--- src/rtl/cpu_pkg.sv ---
// Shared CPU control definitions: widths, FSM state encoding, opcodes, ALU codes
// and the T3 strobe bundle produced by the opcode decoder.
package cpu_pkg;

  localparam int unsigned IR_W     = 32;
  localparam int unsigned OPCODE_W = 5;
  localparam int unsigned ALU_W    = 5;
  localparam int unsigned COUNT_W  = 16;

  typedef enum logic [2:0] {
    ST_RESET = 3'd0,
    ST_T0    = 3'd1,
    ST_T1    = 3'd2,
    ST_T2    = 3'd3,
    ST_T3    = 3'd4,
    ST_HALT  = 3'd5
  } state_e;

  localparam logic [OPCODE_W-1:0] OP_IN   = 5'b10110;
  localparam logic [OPCODE_W-1:0] OP_OUT  = 5'b10111;
  localparam logic [OPCODE_W-1:0] OP_MFHI = 5'b11000;
  localparam logic [OPCODE_W-1:0] OP_MFLO = 5'b11001;
  localparam logic [OPCODE_W-1:0] OP_NOP  = 5'b11010;
  localparam logic [OPCODE_W-1:0] OP_HALT = 5'b11011;

  // ALU select for the PC+1 computation in T0
  localparam logic [ALU_W-1:0] ALU_PC_INC = 5'd19;

  typedef struct packed {
    logic gra;
    logic rin;
    logic rout;
    logic hi_out;
    logic lo_out;
    logic in_port_read;
    logic out_port_write;
  } t3_strobes_t;

endpackage

--- src/rtl/control_decode.sv ---
// Combinational T3 decode: maps an opcode to its execute-phase strobes and flags
// opcodes outside the supported I/O subset.
module control_decode
  import cpu_pkg::*;
(
  input  logic [OPCODE_W-1:0] opcode,
  output t3_strobes_t         strobes_c,
  output logic                illegal_c
);

  always_comb begin
    strobes_c = '0;
    illegal_c = 1'b0;
    case (opcode)
      OP_IN: begin
        strobes_c.gra          = 1'b1;
        strobes_c.rin          = 1'b1;
        strobes_c.in_port_read = 1'b1;
      end
      OP_OUT: begin
        strobes_c.gra            = 1'b1;
        strobes_c.rout           = 1'b1;
        strobes_c.out_port_write = 1'b1;
      end
      OP_MFHI: begin
        strobes_c.gra    = 1'b1;
        strobes_c.rin    = 1'b1;
        strobes_c.hi_out = 1'b1;
      end
      OP_MFLO: begin
        strobes_c.gra    = 1'b1;
        strobes_c.rin    = 1'b1;
        strobes_c.lo_out = 1'b1;
      end
      OP_NOP, OP_HALT: begin
        strobes_c = '0;
      end
      default: illegal_c = 1'b1;
    endcase
  end

endmodule

--- src/rtl/io_control_unit.sv ---
// Fetch/execute control sequencer for the I/O instruction subset: T0..T3 fetch and
// execute, HALT on halt opcode or a latched stop request, retired-instruction count.
module io_control_unit
  import cpu_pkg::*;
(
  input  logic                clk,
  input  logic                clr,
  input  logic [IR_W-1:0]     ir,
  input  logic                mem_ready,
  input  logic                stop,
  output logic                PCout,
  output logic                PCin,
  output logic                pc_increment,
  output logic                MARin,
  output logic                Zin,
  output logic                Zlowout,
  output logic                read,
  output logic                memRead,
  output logic                MDRin,
  output logic                MDRout,
  output logic                IRin,
  output logic                Gra,
  output logic                Rin,
  output logic                Rout,
  output logic                HIout,
  output logic                LOout,
  output logic                InPort_read,
  output logic                OutPort_write,
  output logic [ALU_W-1:0]    alu_control,
  output logic                run,
  output logic                illegal_op,
  output logic [COUNT_W-1:0]  instr_count
);

  state_e                state_q, state_d;
  logic [OPCODE_W-1:0]   opcode_q, opcode_d;
  logic                  stop_q;
  logic                  pcin_arm;
  logic                  in_t3_d;
  t3_strobes_t           dec;
  logic                  dec_illegal;
  logic                  unused_ir;

  assign unused_ir = ^ir[IR_W-OPCODE_W-1:0];

  // Opcode register only changes on the T2->T3 edge, so in T3 opcode_d equals opcode_q
  control_decode u_decode (
    .opcode    (opcode_d),
    .strobes_c (dec),
    .illegal_c (dec_illegal)
  );

  always_comb begin
    state_d  = state_q;
    opcode_d = opcode_q;
    case (state_q)
      ST_RESET: state_d = ST_T0;
      ST_T0:    state_d = ST_T1;
      ST_T1:    if (mem_ready) state_d = ST_T2;
      ST_T2: begin
        state_d  = ST_T3;
        opcode_d = ir[IR_W-1:IR_W-OPCODE_W];
      end
      ST_T3:    state_d = ((opcode_q == OP_HALT) || stop_q || stop) ? ST_HALT : ST_T0;
      ST_HALT:  state_d = ST_HALT;
      default:  state_d = ST_RESET;
    endcase
  end

  assign in_t3_d = (state_d == ST_T3);

  // Strobes are registered from the next state so they line up with the state register
  always_ff @(posedge clk) begin
    if (!clr) begin
      state_q       <= ST_RESET;
      opcode_q      <= '0;
      stop_q        <= 1'b0;
      pcin_arm      <= 1'b0;
      PCout         <= 1'b0;
      pc_increment  <= 1'b0;
      MARin         <= 1'b0;
      Zin           <= 1'b0;
      Zlowout       <= 1'b0;
      read          <= 1'b0;
      memRead       <= 1'b0;
      MDRin         <= 1'b0;
      MDRout        <= 1'b0;
      IRin          <= 1'b0;
      Gra           <= 1'b0;
      Rin           <= 1'b0;
      Rout          <= 1'b0;
      HIout         <= 1'b0;
      LOout         <= 1'b0;
      InPort_read   <= 1'b0;
      OutPort_write <= 1'b0;
      alu_control   <= '0;
      run           <= 1'b0;
      illegal_op    <= 1'b0;
      instr_count   <= '0;
    end else begin
      state_q  <= state_d;
      opcode_q <= opcode_d;
      stop_q   <= (state_q == ST_T3) ? 1'b0
                : (stop_q | (stop & (state_q inside {ST_T0, ST_T1, ST_T2})));
      if (state_q == ST_T3) begin
        instr_count <= instr_count + COUNT_W'(1);
        if (dec_illegal) illegal_op <= 1'b1;
      end
      run           <= state_d inside {ST_T0, ST_T1, ST_T2, ST_T3};
      PCout         <= (state_d == ST_T0);
      MARin         <= (state_d == ST_T0);
      pc_increment  <= (state_d == ST_T0);
      Zin           <= (state_d == ST_T0);
      alu_control   <= (state_d == ST_T0) ? ALU_PC_INC : '0;
      read          <= (state_d == ST_T1);
      memRead       <= (state_d == ST_T1);
      MDRin         <= (state_d == ST_T1);
      Zlowout       <= (state_d == ST_T1);
      pcin_arm      <= (state_d == ST_T1);
      MDRout        <= (state_d == ST_T2);
      IRin          <= (state_d == ST_T2);
      Gra           <= in_t3_d & dec.gra;
      Rin           <= in_t3_d & dec.rin;
      Rout          <= in_t3_d & dec.rout;
      HIout         <= in_t3_d & dec.hi_out;
      LOout         <= in_t3_d & dec.lo_out;
      InPort_read   <= in_t3_d & dec.in_port_read;
      OutPort_write <= in_t3_d & dec.out_port_write;
    end
  end

  // PC loads only in the T1 cycle where read data is valid, so it advances once per fetch
  assign PCin = pcin_arm & mem_ready;

endmodule

--- config.mk ---
export PLATFORM = sky130hd
export DESIGN_NAME = io_control_unit
export DESIGN_NICKNAME = d
export VERILOG_FILES = /design/src/rtl/cpu_pkg.sv /design/src/rtl/control_decode.sv /design/src/rtl/io_control_unit.sv
export SDC_FILE = /design/constraint.sdc
export NUM_CORES = 1
export LEC_CHECK = 0
export CORE_MARGIN = 2
export CORE_UTILIZATION = 30
export CTS_BUF_LIST = sky130_fd_sc_hd__clkbuf_2 sky130_fd_sc_hd__clkbuf_4 sky130_fd_sc_hd__clkbuf_8
export DETAILED_ROUTE_END_ITERATION = 10
export PLACE_DENSITY_LB_ADDON = 0.1
export SLEW_MARGIN = 20
export SYNTH_ARGS = -nofsm -noshare
export SYNTH_HDL_FRONTEND = slang
export SYNTH_SLANG_ARGS = --single-unit
--- constraint.sdc ---
create_clock -name clk -period 1.92 [get_ports clk]
set_clock_uncertainty 0.2 [all_clocks]
set_input_delay 0.288 -clock clk [delete_from_list [all_inputs] [get_ports clk]]
set_output_delay 0.288 -clock clk [all_outputs]
set_load 0.01 [all_outputs]
* Yosys cells after proc, flatten, opt, wreduce, memory -nomap -nowiden
Index checks and enable logic that the tools add are counted.
** Storage, ports and cells
- RAM bits :: 0
- Logic and storage cells :: 65
- Memory bits (read-only) :: 0
- Bits in latches :: 0
- Input port bits :: 36
- Register bits after elaboration :: 41
- Output and inout bits :: 41
- Memories kept :: 0
** Operators by class
- $add $sub $neg :: 1
- Bitwise operators :: 11
- $mul :: 0
- Equal/unequal tests :: 16
- $lt $le $gt $ge :: 0
- Reductions and logical operators :: 10
- Div/mod/pow operators :: 0
- Shift operators :: 0
- Mux-type cells :: 11
** Operators with widths (count)
- $eq A5 B5 Y1 const B :: 7
- $pmux W3 S6 :: 1
- $add A16 B1 Y16 const B :: 1
- $eq A3 B2 Y1 const B :: 4
- $mux W5 :: 2
- $eq A3 B3 Y1 const B :: 3
- $and A1 B1 Y1 :: 8
- $eq A3 B1 Y1 const B :: 2
- $mux W1 :: 6
- $mux W3 :: 2
- $reduce_or A6 Y1 :: 1
- $reduce_bool A4 Y1 :: 1
- $reduce_or A4 Y1 :: 1
- $logic_not A3 Y1 :: 1
- $reduce_bool A3 Y1 :: 1
- $reduce_or A3 Y1 :: 1
- $logic_or A1 B1 Y1 :: 2
- $not A1 Y1 :: 2
- $reduce_and A2 Y1 :: 1
- $reduce_or A2 Y1 :: 1
- $or A1 B1 Y1 :: 1

* Depth between registers and ports, before layout
Gate-level depths: netlist of the first run.
- Word-level depth :: 7
- Mapped depth :: 6
- Depth with buffers taken out :: 4

* By module
A second synthesis of the first run with hierarchy kept.
** Unflattened totals
- Cell total of the unflattened synthesis :: 182
- Area, all modules :: 1671.6 sq um
** Modules (own cells, without submodules)
- io_control_unit :: instances 1, cells an instance 168, area an instance 1585.3 sq um, seq. area each 740.7 sq um
- control_decode :: instances 1, cells an instance 14, area an instance 86.3 sq um, seq. area each 0.0 sq um

* Worst setup path before layout of the first run
Ideal clock, no wire load.
- Path type :: flip-flop to flip-flop
- Start :: reg state_q[1]
- End :: reg instr_count[11]
- Path slack :: -0.185 ns
- Arrival :: 1.835 ns
- Data required time :: 1.649 ns
- Buffers on the path :: 2
- Period minus slack after synthesis :: 2.105 ns
- Library setup time :: 0.071 ns
- Cell stages (with the launch flop) :: 7
- Path through :: dfxtp_1 -> buf_6 -> or3b_4 -> or3_1 -> buf_2 -> or4_1 -> a21oi_1
** Between the ends
- Cells in the longest elaborated chain, start to end :: 1
** RTL lines
- start, declared :: line io_control_unit.sv:35 : state_e state_q, state_d;
- start signal, assigned :: line io_control_unit.sv:101 : state_q <= state_d;
- $eq A3 B3 Y1 :: line io_control_unit.sv:105 : if (state_q == ST_T3) begin
- end signal, assigned :: line io_control_unit.sv:106 : instr_count <= instr_count + COUNT_W'(1);
- end, declared :: line io_control_unit.sv:32 : output logic [COUNT_W-1:0] instr_count
No other way between the ends.
A chain may end at the register's enable or synchronous reset.

* Worst setup path in the final report of the first run
- Start :: reg state_q[0]
- End :: reg instr_count[13]
The elaborated chain is that of the path after synthesis.

==> impl_metrics.env, run 1 <==
export IMPL_outcome="complete, no violations"
export IMPL_switching_share_pct=23.3
export IMPL_slowest_delay_ns=0.42
export IMPL_ys_types=38
export IMPL_crit_end="instr_count[13]"
export IMPL_numCtsBuffers=5
export IMPL_maxCapViolCount=0
export IMPL_power_density_mw_per_mm2=722
export IMPL_largest_reg_flops=16
export IMPL_port_buffer_count=47
export IMPL_clock_path_buffers=2
export IMPL_drt_pass1_iter_count=4
export IMPL_cts_tree="built"
export IMPL_num_vias=1389
export IMPL_period_needed_ns=1.89
export IMPL_cp_top_family="simple AND/OR/NAND/NOR gates"
export IMPL_cp_cell_sequence="or3b_4, or3_4, or4_4, a21oi_2"
export IMPL_top_register="instr_count"
export IMPL_startpoint_type="flop"
export IMPL_worstSetupPathType="reg2reg"
export IMPL_fill_cells=513
export IMPL_synth_edf_count=0
export IMPL_drv_slew=0
export IMPL_route_detailed_drc=0
export IMPL_yosys_register_bits=36
export IMPL_combPwrFrac_pct=12.3
export IMPL_ctsRootBufferMaster="clkbuf_8"
export IMPL_gr_total_overflow=0
export IMPL_netlist_area_leader_share_pct=45.7
export IMPL_startpoint="state_q[0]"
export IMPL_regToRegSetupSlack_ns=0.03
export IMPL_p_clk_share_pct=40.2
export IMPL_path_depth=4
export IMPL_core_sq_mm=0.00511
export IMPL_rsz0062_at_grt="true"
export IMPL_antenna_cells=0
export IMPL_synthCells=176
export IMPL_areaGrowthSynthToFinish_pct=44.9
export IMPL_setup_viol=0
export IMPL_grt_pass1_vias=1363
export IMPL_vias_per_cell=4.60
export IMPL_peakVddDrop_mv=0.365
export IMPL_cp_required_ns=1.95
export IMPL_arrival_ns=1.92
export IMPL_r2r_end="instr_count[13]"
export IMPL_ioPinCount=77
export IMPL_wire_per_inst_microns=11.4
export IMPL_p_leak_nw=0.854
export IMPL_gp_congestion=0.783
export IMPL_p_sw_uw=384
export IMPL_synth_async_sr_flop_share_pct=0
export IMPL_worstRegToRegCells=4
export IMPL_synth_top_cell_by_area="dfxtp_1"
export IMPL_dieArea_sq_mm=0.00586
export IMPL_rows=26
export IMPL_largestRegisters="instr_count: 16 flops, opcode_q: 5 flops, state_q: 3 flops"
export IMPL_start_util_pct=30.9
export IMPL_dp_hpwl_microns=2600
export IMPL_syn_area_per_cell_sq_um=8.96
export IMPL_cts_sinks=36
export IMPL_ys_seq_area_share_pct=45.7
export IMPL_worstPathMaxFanout=7
export IMPL_die_h_microns=76.5
export IMPL_grt_pass1_wl_microns=5950
export IMPL_clk_pin_slew_ns=0.07
export IMPL_fin_area_sq_mm=0.00229
export IMPL_max_freq_mhz=528
export IMPL_setup_slack_ns=0.0277
export IMPL_wirelength_microns=3440
export IMPL_antenna_found_initial=0
export IMPL_syn_area_sq_mm=0.00158
export IMPL_ant_nets=0
export IMPL_share_seq_of_total_power_pct=47.5
export IMPL_clk_latency_ns=0.29
export IMPL_synthTopCellsByArea="dfxtp_1 (46%), buf_4 (6.7%), a21oi_1 (4.1%)"
export IMPL_min_delay_path_class="reg2reg"
export IMPL_multi_input_area_sq_um=716
export IMPL_pre_cts_ws_ns=-0.0278
export IMPL_hold_viol=0
export IMPL_finalCritPeriodShare_pct=98.6
export IMPL_critPathCaptureType="flop"
export IMPL_synth_warnings=0
export IMPL_final_layout_size_suffix_gt1_share_pct=17.2
export IMPL_r2r_start="state_q[0]"
export IMPL_cell_internal_pwr_mw=1.27
export IMPL_synth_top_flop_cell="dfxtp_1"
export IMPL_grt_max_degree=23
export IMPL_h_tree_depth=2
export IMPL_worst_path_buf_inv=0
export IMPL_crit_slowest_cell="or4_4"
export IMPL_die_x_microns=76.5
export IMPL_grt_usage_pct=12.5
export IMPL_drt_iter0_markers=91
export IMPL_placed_area_sq_mm=0.00215
export IMPL_nets=268
export IMPL_register_area_sq_um=724
export IMPL_post_cts_setup_buffer_count=0
worst register-to-register path, delay by kind of cell (launching register included):
kind | cells | cell delay, ns
AND/OR/NAND/NOR | 3 | 1.20
flip-flops | 1 | 0.32
AO/OA/AOI/OAI | 1 | 0.12
cells by family after synthesis:
| logic type | Yosys count | share of synthesized area (%) |
|---|---|---|
| flip-flops | 36 | 45.7 |
| multiplexers | 5 | 3.17 |
| other | 1 | 0.238 |
| XOR/XNOR | 8 | 4.44 |
| AO/OA/AOI/OAI | 31 | 11.6 |
| AND/OR/NAND/NOR | 66 | 23.6 |
| buffers and inverters | 28 | 10.5 |
| adder cells (fa/ha/maj) | 1 | 0.793 |
per-stage QoR:
stage	TNS (ns)	total power [mW]	utilization, %	hold WS (ns)	cells
3_5_place_dp	-0.0488	1.01	42.1	0.258	294
6_report	0	1.65	44.8	0.281	302
2_1_floorplan	-0.202	0.928	-	0.167	177
4_1_cts	0	1.68	44.4	0.289	302
3_3_place_gp	-0.0186	1.00	42.1	0.280	294
5_1_grt	-0.0981	1.73	44.8	0.318	302
worst min path at each step:
| stage | from | slack (ns) | end | depth (start not counted) |
|---|---|---|---|---|
| after floorplan | ir[27] | 0.17 | HIout | 1 |
| after global placement | instr_count[13] | 0.28 | instr_count[13] | 2 |
| after detailed placement | illegal_op | 0.26 | illegal_op | 1 |
| after CTS | illegal_op | 0.29 | illegal_op | 1 |
| after global routing | illegal_op | 0.32 | illegal_op | 1 |
| final | illegal_op | 0.28 | illegal_op | 1 |
metal layers:
layer	vias to the layer above	global-route usage, %	part of all wire [%]
li1	702	-	-
met2	37	20.9	48
met5	-	0	0
met4	0	4.91	1.4
met3	6	4.27	5.5
met1	644	14.7	45
cell usage in the layout (no fill, tap or decap), types with 2 or more instances in the layout:
master            n
nand3_1           3
nand2_1           8
nor3_1            3
buf_4            19
or2_2             2
dfxtp_2           3
xor2_1            4
a21oi_1          12
dfxtp_1          33
nor2b_1           2
or4_4             2
nand2b_1          4
nand4_1           4
clkdlybuf4s50_1  47
o21a_1            3
xnor2_1           4
inv_1             9
clkbuf_8          5
nor2_1           15
mux2i_1           5
o31ai_1           2
o21ai_0           8
conb_1            2
and2_1            3
nor4_1            3
nand3b_1          3
or3_1             6
Yosys cell counts (all sizes together) (3+ instances only):
cell / count
or4: 3
nand2: 8
nor2: 15
a21oi: 13
inv: 9
or3: 7
xor2: 4
nand3b: 3
mux2i: 5
nand2b: 4
xnor2: 4
nand3: 4
and2: 3
nand4: 4
nor3: 3
o21a: 3
nor4: 3
o21ai: 8
clkbuf: 3
buf: 16
dfxtp: 36
final cells by class:
type / instances / share of cell area [%]
inverters: 9 / 1.48
clock buffers: 5 / 3.01
flip-flops and latches: 36 / 31.7
well taps: 70 / 3.83
clock inverters: 3 / 1.86
multi-input cells: 113 / 31.3
repair buffers: 66 / 26.8
repair_timing:
item,in CTS,in global routing
gates cloned,0,0
hold buffers,0,0
resized for setup,1,6
pin swaps,0,1
setup endpoints to repair,2,6
power groups by stage:
stage	logic (mW)	registers, mW	clock network (mW)
floorplan	0.122	0.806	0
global placement	0.203	0.800	0
detailed placement	0.205	0.801	0
CTS	0.206	0.784	0.688
global route	0.221	0.788	0.722
finish	0.204	0.784	0.663
Note: power is estimated with default switching activity, not from simulation.
==> inputs of run 2 (changes only) <==
--- a/config.mk
+++ b/config.mk
@@ -5,11 +5,14 @@
 export SDC_FILE = /design/constraint.sdc
 export NUM_CORES = 1
 export LEC_CHECK = 0
+export ABC_AREA = 1
 export CORE_MARGIN = 2
 export CORE_UTILIZATION = 30
 export CTS_BUF_LIST = sky130_fd_sc_hd__clkbuf_2 sky130_fd_sc_hd__clkbuf_4 sky130_fd_sc_hd__clkbuf_8
 export DETAILED_ROUTE_END_ITERATION = 10
+export GPL_TIMING_DRIVEN = 0
 export PLACE_DENSITY_LB_ADDON = 0.1
+export RECOVER_POWER = 25
 export SLEW_MARGIN = 20
 export SYNTH_ARGS = -nofsm -noshare
 export SYNTH_HDL_FRONTEND = slang
==> impl_metrics.env, run 2 <==
export IMPL_outcome="complete, no violations"
export IMPL_placedCellCount=365
export IMPL_port_buffer_count=46
export IMPL_synth_compound_area_share_pct=8.57
export IMPL_ys_types=29
export IMPL_die_h_microns=81.0
export IMPL_r2r_start="state_q[0]"
export IMPL_startpoint_type="flop"
export IMPL_grt_usage_pct=12.8
export IMPL_peakVddDrop_mv=0.354
export IMPL_core_sq_mm=0.00582
export IMPL_die_x_microns=81.0
export IMPL_ctsRootBufferMaster="clkbuf_8"
export IMPL_grt_pass1_vias=1399
export IMPL_grt_pass1_wl_microns=6470
export IMPL_rsz0062_at_grt="false"
export IMPL_netlist_area_leader_share_pct=40.5
export IMPL_synth_fa_ha_area_share_pct=0.703
export IMPL_antenna_found_initial=0
export IMPL_cts_tree="built"
export IMPL_utilization_pct=41.7
export IMPL_worstRegToRegCells=7
export IMPL_post_cts_setup_buffer_count=0
export IMPL_max_freq_mhz=551
export IMPL_num_vias=1587
export IMPL_drv_slew=0
export IMPL_cp_required_ns=1.43
export IMPL_numCtsBuffers=5
export IMPL_synth_common_cells="nand2_1 (50), dfxtp_1 (36), nor2_1 (34)"
export IMPL_syn_area_per_cell_sq_um=7.33
export IMPL_wire_per_inst_microns=10.6
export IMPL_synth_top_flop_cell="dfxtp_1"
export IMPL_finalPower_mw=1.64
export IMPL_fin_area_sq_mm=0.00243
export IMPL_grt_max_degree=12
export IMPL_min_delay_path_class="in2reg"
export IMPL_placed_area_sq_mm=0.00234
export IMPL_setup_viol=0
export IMPL_drt_pass1_iter_count=4
export IMPL_critPathCaptureType="output port"
export IMPL_wirelength_microns=3960
export IMPL_power_density_mw_per_mm2=676
export IMPL_clk_latency_ns=0.28
export IMPL_ys_seq_area_share_pct=40.5
export IMPL_synthCells=243
export IMPL_arrival_ns=1.33
export IMPL_start_util_pct=30.6
export IMPL_rows=28
export IMPL_yosys_area_share_simple_pct=34.5
export IMPL_finalCritPeriodShare_pct=94.5
export IMPL_period_needed_ns=1.81
export IMPL_areaGrowthSynthToFinish_pct=36.3
export IMPL_clk_pin_slew_ns=0.08
export IMPL_crit_end="read"
export IMPL_synth_top_cell_by_area="dfxtp_1"
export IMPL_gp_congestion=0.772
export IMPL_cts_hold_buf=0
export IMPL_layout_common_cells="nand2_1 (50), clkdlybuf4s50_1 (45), dfxtp_1 (35)"
export IMPL_largestRegisters="instr_count: 16 flops, opcode_q: 5 flops, state_q: 3 flops"
export IMPL_synth_xor_area_share_pct=1.97
export IMPL_dp_hpwl_microns=2980
export IMPL_slew_headroom_pct=60.8
export IMPL_dieArea_sq_mm=0.00657
export IMPL_gr_total_overflow=0
export IMPL_vias_per_cell=4.25
export IMPL_setup_slack_ns=0.106
export IMPL_synthMuxAreaShare_pct=0
export IMPL_synth_warnings=0
export IMPL_synth_edf_count=0
export IMPL_synth_async_sr_flop_share_pct=0
export IMPL_synth_most_common_cell="nand2_1"
export IMPL_final_layout_size_suffix_gt1_share_pct=16.1
export IMPL_drt_iter0_markers=79
export IMPL_maxCapViolCount=0
export IMPL_route_detailed_drc=0
export IMPL_regToRegSetupSlack_ns=0.23
export IMPL_nets=334
export IMPL_top_register="instr_count"
export IMPL_largest_reg_flops=16
export IMPL_worstSetupPathType="reg2out"
export IMPL_cts_sinks=36
export IMPL_r2r_end="instr_count[14]"
export IMPL_clock_path_buffers=2
export IMPL_yosys_register_bits=36
export IMPL_final_common_cell="nand2_1"
export IMPL_ant_nets=0
export IMPL_syn_area_sq_mm=0.00178
export IMPL_synth_top_family_by_area="simple AND/OR/NAND/NOR gates"
export IMPL_synthTopCellsByArea="dfxtp_1 (40%), nand2_1 (11%), nor2_1 (7.2%)"
export IMPL_ioPinCount=77
export IMPL_h_tree_depth=2
export IMPL_pre_cts_ws_ns=-0.0238
export IMPL_p_leak_nw=0.972
export IMPL_hold_viol=0
export IMPL_fin_cells=373
export IMPL_worstPathMaxFanout=5
export IMPL_startpoint="pcin_arm"
export IMPL_antenna_cells=0
export IMPL_tightest_slew_ns=0.588
==> run 2: changes by cell type after synthesis, sizes merged, moves of 4 or more <==
cell,delta
inv,+22
mux2i,-5
nand2,+50
nand2b,-4
nand3,+10
nor2,+27
o21ai,+6
or3,-7
==> run 2: critical path, stage by stage, from the launching register on <==
cell             delay (ns)
dfxtp_1                0.40
buf_4                  0.13
clkdlybuf4s50_1        0.52
==> run 2: timing repair <==
action | in CTS | in global routing
endpoints found under the hold margin | 0 | 0
endpoints found under the setup margin | 1 | 6
gates resized for setup | 1 | 1
==> run 2: kinds of logic after synthesis <==
kind of cell,Yosys count
XOR/XNOR,4
AND/OR/NAND/NOR,124
AO/OA/AOI/OAI,28
adder cells (fa/ha/maj),1
other,1
flip-flops,36
buffers and inverters,49
==> run 2: final cells by class <==
cell class / instances / area, sq um
Inverter: 31 / 116
Multi-Input combinational cell: 159 / 817
Tap cell: 75 / 93.8
Clock inverter: 2 / 10.0
Clock buffer: 6 / 82.6
Fill cell: 620 / 3390
Buffer: 18 / 125
Sequential cell: 36 / 722
Timing Repair Buffer: 46 / 459
==> run 2: power breakdown <==
group / internal, mW / switching (mW)
Sequential: 0.773 / 0.0234
Clock: 0.287 / 0.277
Combinational: 0.141 / 0.138
Total: 1.20 / 0.439
==> run 2: worst min path at each step <==
stage	depth (start not counted)	to	slack [ns]	startpoint
6_report	3	run	0.22	clr
5_1_grt	3	run	0.26	clr
3_5_place_dp	2	illegal_op	0.26	illegal_op
3_3_place_gp	2	illegal_op	0.25	illegal_op
4_1_cts	3	run	0.22	clr
2_1_floorplan	1	InPort_read	0.16	ir[27]
==> run 2: metrics by stage <==
| stage | hold slack (ns) | setup TNS, ns |
|---|---|---|
| 3_3_place_gp | 0.255 | -0.0269 |
| 6_report | 0.216 | 0 |
| 4_1_cts | 0.220 | 0 |
| 3_5_place_dp | 0.258 | -0.0238 |
| 5_1_grt | 0.257 | 0 |
| 2_1_floorplan | 0.160 | 0 |
==> run 2: routing by layer <==
metal  share of wire, %  wire, microns  global-route usage, %  vias up
met3                4.7            188                   2.56        5
li1                   -              -                      -      855
met1                 50           1990                   16.9      689
met4                1.7             66                   5.59        0
met5                  0              0                      0        -
met2                 43           1720                   20.1       38
==> edit: new RTL, settings of run 1 <==
Put one more register stage on the output `instr_count`. The value now appears one clock later. The other outputs are not delayed to match.
--- a/src/rtl/io_control_unit.sv
+++ b/src/rtl/io_control_unit.sv
@@ -31,6 +31,8 @@
   output logic                illegal_op,
   output logic [COUNT_W-1:0]  instr_count
 );
+
+  logic [COUNT_W-1:0] instr_count_s0;
 
   state_e                state_q, state_d;
   logic [OPCODE_W-1:0]   opcode_q, opcode_d;
@@ -96,14 +98,14 @@
       alu_control   <= '0;
       run           <= 1'b0;
       illegal_op    <= 1'b0;
-      instr_count   <= '0;
+      instr_count_s0 <= '0;
     end else begin
       state_q  <= state_d;
       opcode_q <= opcode_d;
       stop_q   <= (state_q == ST_T3) ? 1'b0
                 : (stop_q | (stop & (state_q inside {ST_T0, ST_T1, ST_T2})));
       if (state_q == ST_T3) begin
-        instr_count <= instr_count + COUNT_W'(1);
+        instr_count_s0 <= instr_count_s0 + COUNT_W'(1);
         if (dec_illegal) illegal_op <= 1'b1;
       end
       run           <= state_d inside {ST_T0, ST_T1, ST_T2, ST_T3};
@@ -132,5 +134,9 @@
   // PC loads only in the T1 cycle where read data is valid, so it advances once per fetch
   assign PCin = pcin_arm & mem_ready;
 
+  always_ff @(posedge clk) begin
+    instr_count <= instr_count_s0;
+  end
+
 endmodule
 
Function: changed (a bounded check fails within 10 cycles, from zero or initial values).
==> edit against run 1 <==
Utilization fell by 3.8 points; total power rose by 25%; synthesized area rose by 21%; sequential power rose by 45%; routed wire length rose by 9.9%; sequential cell count rose by 16; design area rose by 12%; worst setup slack improved by 0.12 ns; worst hold slack got worse by 0.11 ns; combinational power rose by 34%; critical path depth fell by 3; largest power group unchanged; highest routed layer unchanged.
==> edit: results (changes against run 1) <==
Outcome
  • Status: completed (unchanged)

Final layout
  • Nets: 282 (was 268)
  • FILL cells: 638 (was 513)
  • Top flop regs: instr_count: 16 flops, instr_count_s0: 16 flops, opcode_q: 5 flops (was instr_count: 16 flops, opcode_q: 5 flops, state_q: 3 flops)
  • Fraction of layout cells with a size suffix above 1: 0.110 (was 0.172)
  • # diodes: 0 (unchanged)

Setup path
  • Worst R2R Start: instr_count_s0[0] (was state_q[0])
  • Reg2Reg Depth: 5 (was 4)
  • Critical Path Start: alu_control[1] (was state_q[0])
  • Worst Path Max Fanout: 7 (unchanged)
  • CP max stage delay: 0.57 ns (was 0.42 ns)
  • CP endpoint: PCout (was instr_count[13])
  • Crit path max-delay family: buffers and inverters (was simple AND/OR/NAND/NOR gates)
  • Critical Path AT: 1.28 ns (was 1.92 ns)
  • Reg2reg end: instr_count_s0[12] (was instr_count[13])
  • Crit-path slowest cell: clkdlybuf4s50_1 (was or4_4)
  • R2r setup slk: 0.15 ns (was 0.03 ns)

Synth
  • Ys async rst share: 0 (unchanged)
  • Register area share after synthesis: 0.546 (was 0.457)
  • Post-synth cell types: 40 (was 38)
  • Synth area leaders: dfxtp_1 55%, buf_4 5.9%, nor2_1 4.9% (was dfxtp_1 46%, buf_4 6.7%, a21oi_1 4.1%)
  • YS warnings: 0 (unchanged)
  • Synth top cells by count: 52 x dfxtp_1, 25 x nor2_1, 15 x buf_4 (was 36 x dfxtp_1, 15 x nor2_1, 14 x buf_4)
  • Primary FF master, synth: dfxtp_1 (unchanged)

Route
  • DRT iter0 DRCs: 41 (was 91)
  • Initial DRT Pass Iterations: 4 (unchanged)
  • Vias: 1438 (was 1389)
  • Routed len/inst: 11.7 um (was 11.4 um)

Place
  • RePlAce Congestion: 0.766 (was 0.783)
  • Detail Placement HPWL: 2.79 mm (was 2.60 mm)
  • Placed Area: 2450 um2 (was 2150 um2)
  • Pre-CTS WS: 0.0153 ns (was -0.0278 ns)

Clock network
  • Worst skew pair latency: 0.29 ns (about the same)
  • Htree depth: 2 (unchanged)
  • Worst-path clk slew: 0.09 ns (was 0.07 ns)
  • TritonCTS buffer count: 5 (unchanged)
  • Clk buf depth: 2 (unchanged)
  • Postcts setup bufs: 0 (unchanged)
  • Clk root buf: clkbuf_8 (unchanged)
  • Hold Buf Count CTS: 0 (unchanged)

Power and ir drop
  • Peak VDD IR: 0.294 mV (was 0.365 mV)
  • Leakage: 0.000989 uW (was 0.000854 uW)

Worst hold path
  • Worst hold start: instr_count_s0[15] (was illegal_op)
  • Worst hold path stage count: 0 (was 1)
  • Hold Crit Class: flop to flop (unchanged)
  • WHS Endpoint: instr_count[15] (was illegal_op)

Timing
  • Period Utilization, post-route: 0.923 (was 0.986)

Global route
  • GRT Resource Usage Total: 0.113 (was 0.125)
  • First-pass GRT wire length: 6.45 mm (was 5.95 mm)
  • Antenna violations before repair: 0 (unchanged)
  • Pin count of the biggest net entering global routing: 26 (was 23)
edit: changes by cell type in the layout (fill, tap and decap cells not counted), moves of 4 or more:
cell | before | now
o21ai_0 | 8 | 4
or3_1 | 6 | 1
nor2_1 | 15 | 25
inv_1 | 9 | 3
dfxtp_1 | 33 | 52
nand3_1 | 3 | 8
edit: power by group:
part           internal [uW]  switching, uW
clock                    308            345
combinational            146            127
sequential              1110           30.3
total                   1560            503
edit: stage by stage:
step | utilization | cells | hold WS [ns]
after global placement | 0.393 | 315 | 0.157
final | 0.409 | 323 | 0.172
after CTS | 0.409 | 323 | 0.174
after detailed placement | 0.393 | 315 | 0.159
after global routing | 0.409 | 323 | 0.182
after floorplan | - | 195 | 0.132
edit: timing repair:
item | 4_1_cts | 5_1_grt
resized for setup | 0 | 1
setup endpoints to repair | 0 | 1
endpoints found under the hold margin | 0 | 0
edit: logic make-up (layout without fill, tap and decap cells):
logic type	count (synthesis)	after routing	synth area share
XOR/XNOR	12	12	0.0552
multiplexers	6	6	0.0315
flip-flops	52	52	0.546
other	1	2	0.00197
AO/OA/AOI/OAI	23	23	0.0735
buffers and inverters	24	75	0.0821
AND/OR/NAND/NOR	75	75	0.203
adder cells (fa/ha/maj)	1	1	0.00656
edit: cell type report:
class	instances	area, um2	share of cell area
Clock buffer	7	90.1	0.0353
Clock inverter	1	7.51	0.00294
Inverter	4	15.0	0.00588
Multi-Input combinational cell	119	712	0.279
Sequential cell	52	1040	0.407
Tap cell	77	96.3	0.0377
Timing Repair Buffer	63	593	0.232
edit: routing by layer:
layer,vias up,part of all wire,GRT usage
li1,753,-,-
met1,651,0.48,0.147
met2,29,0.46,0.180
met3,5,0.047,0.0326
met4,0,0.011,0.0396
met5,-,0,0
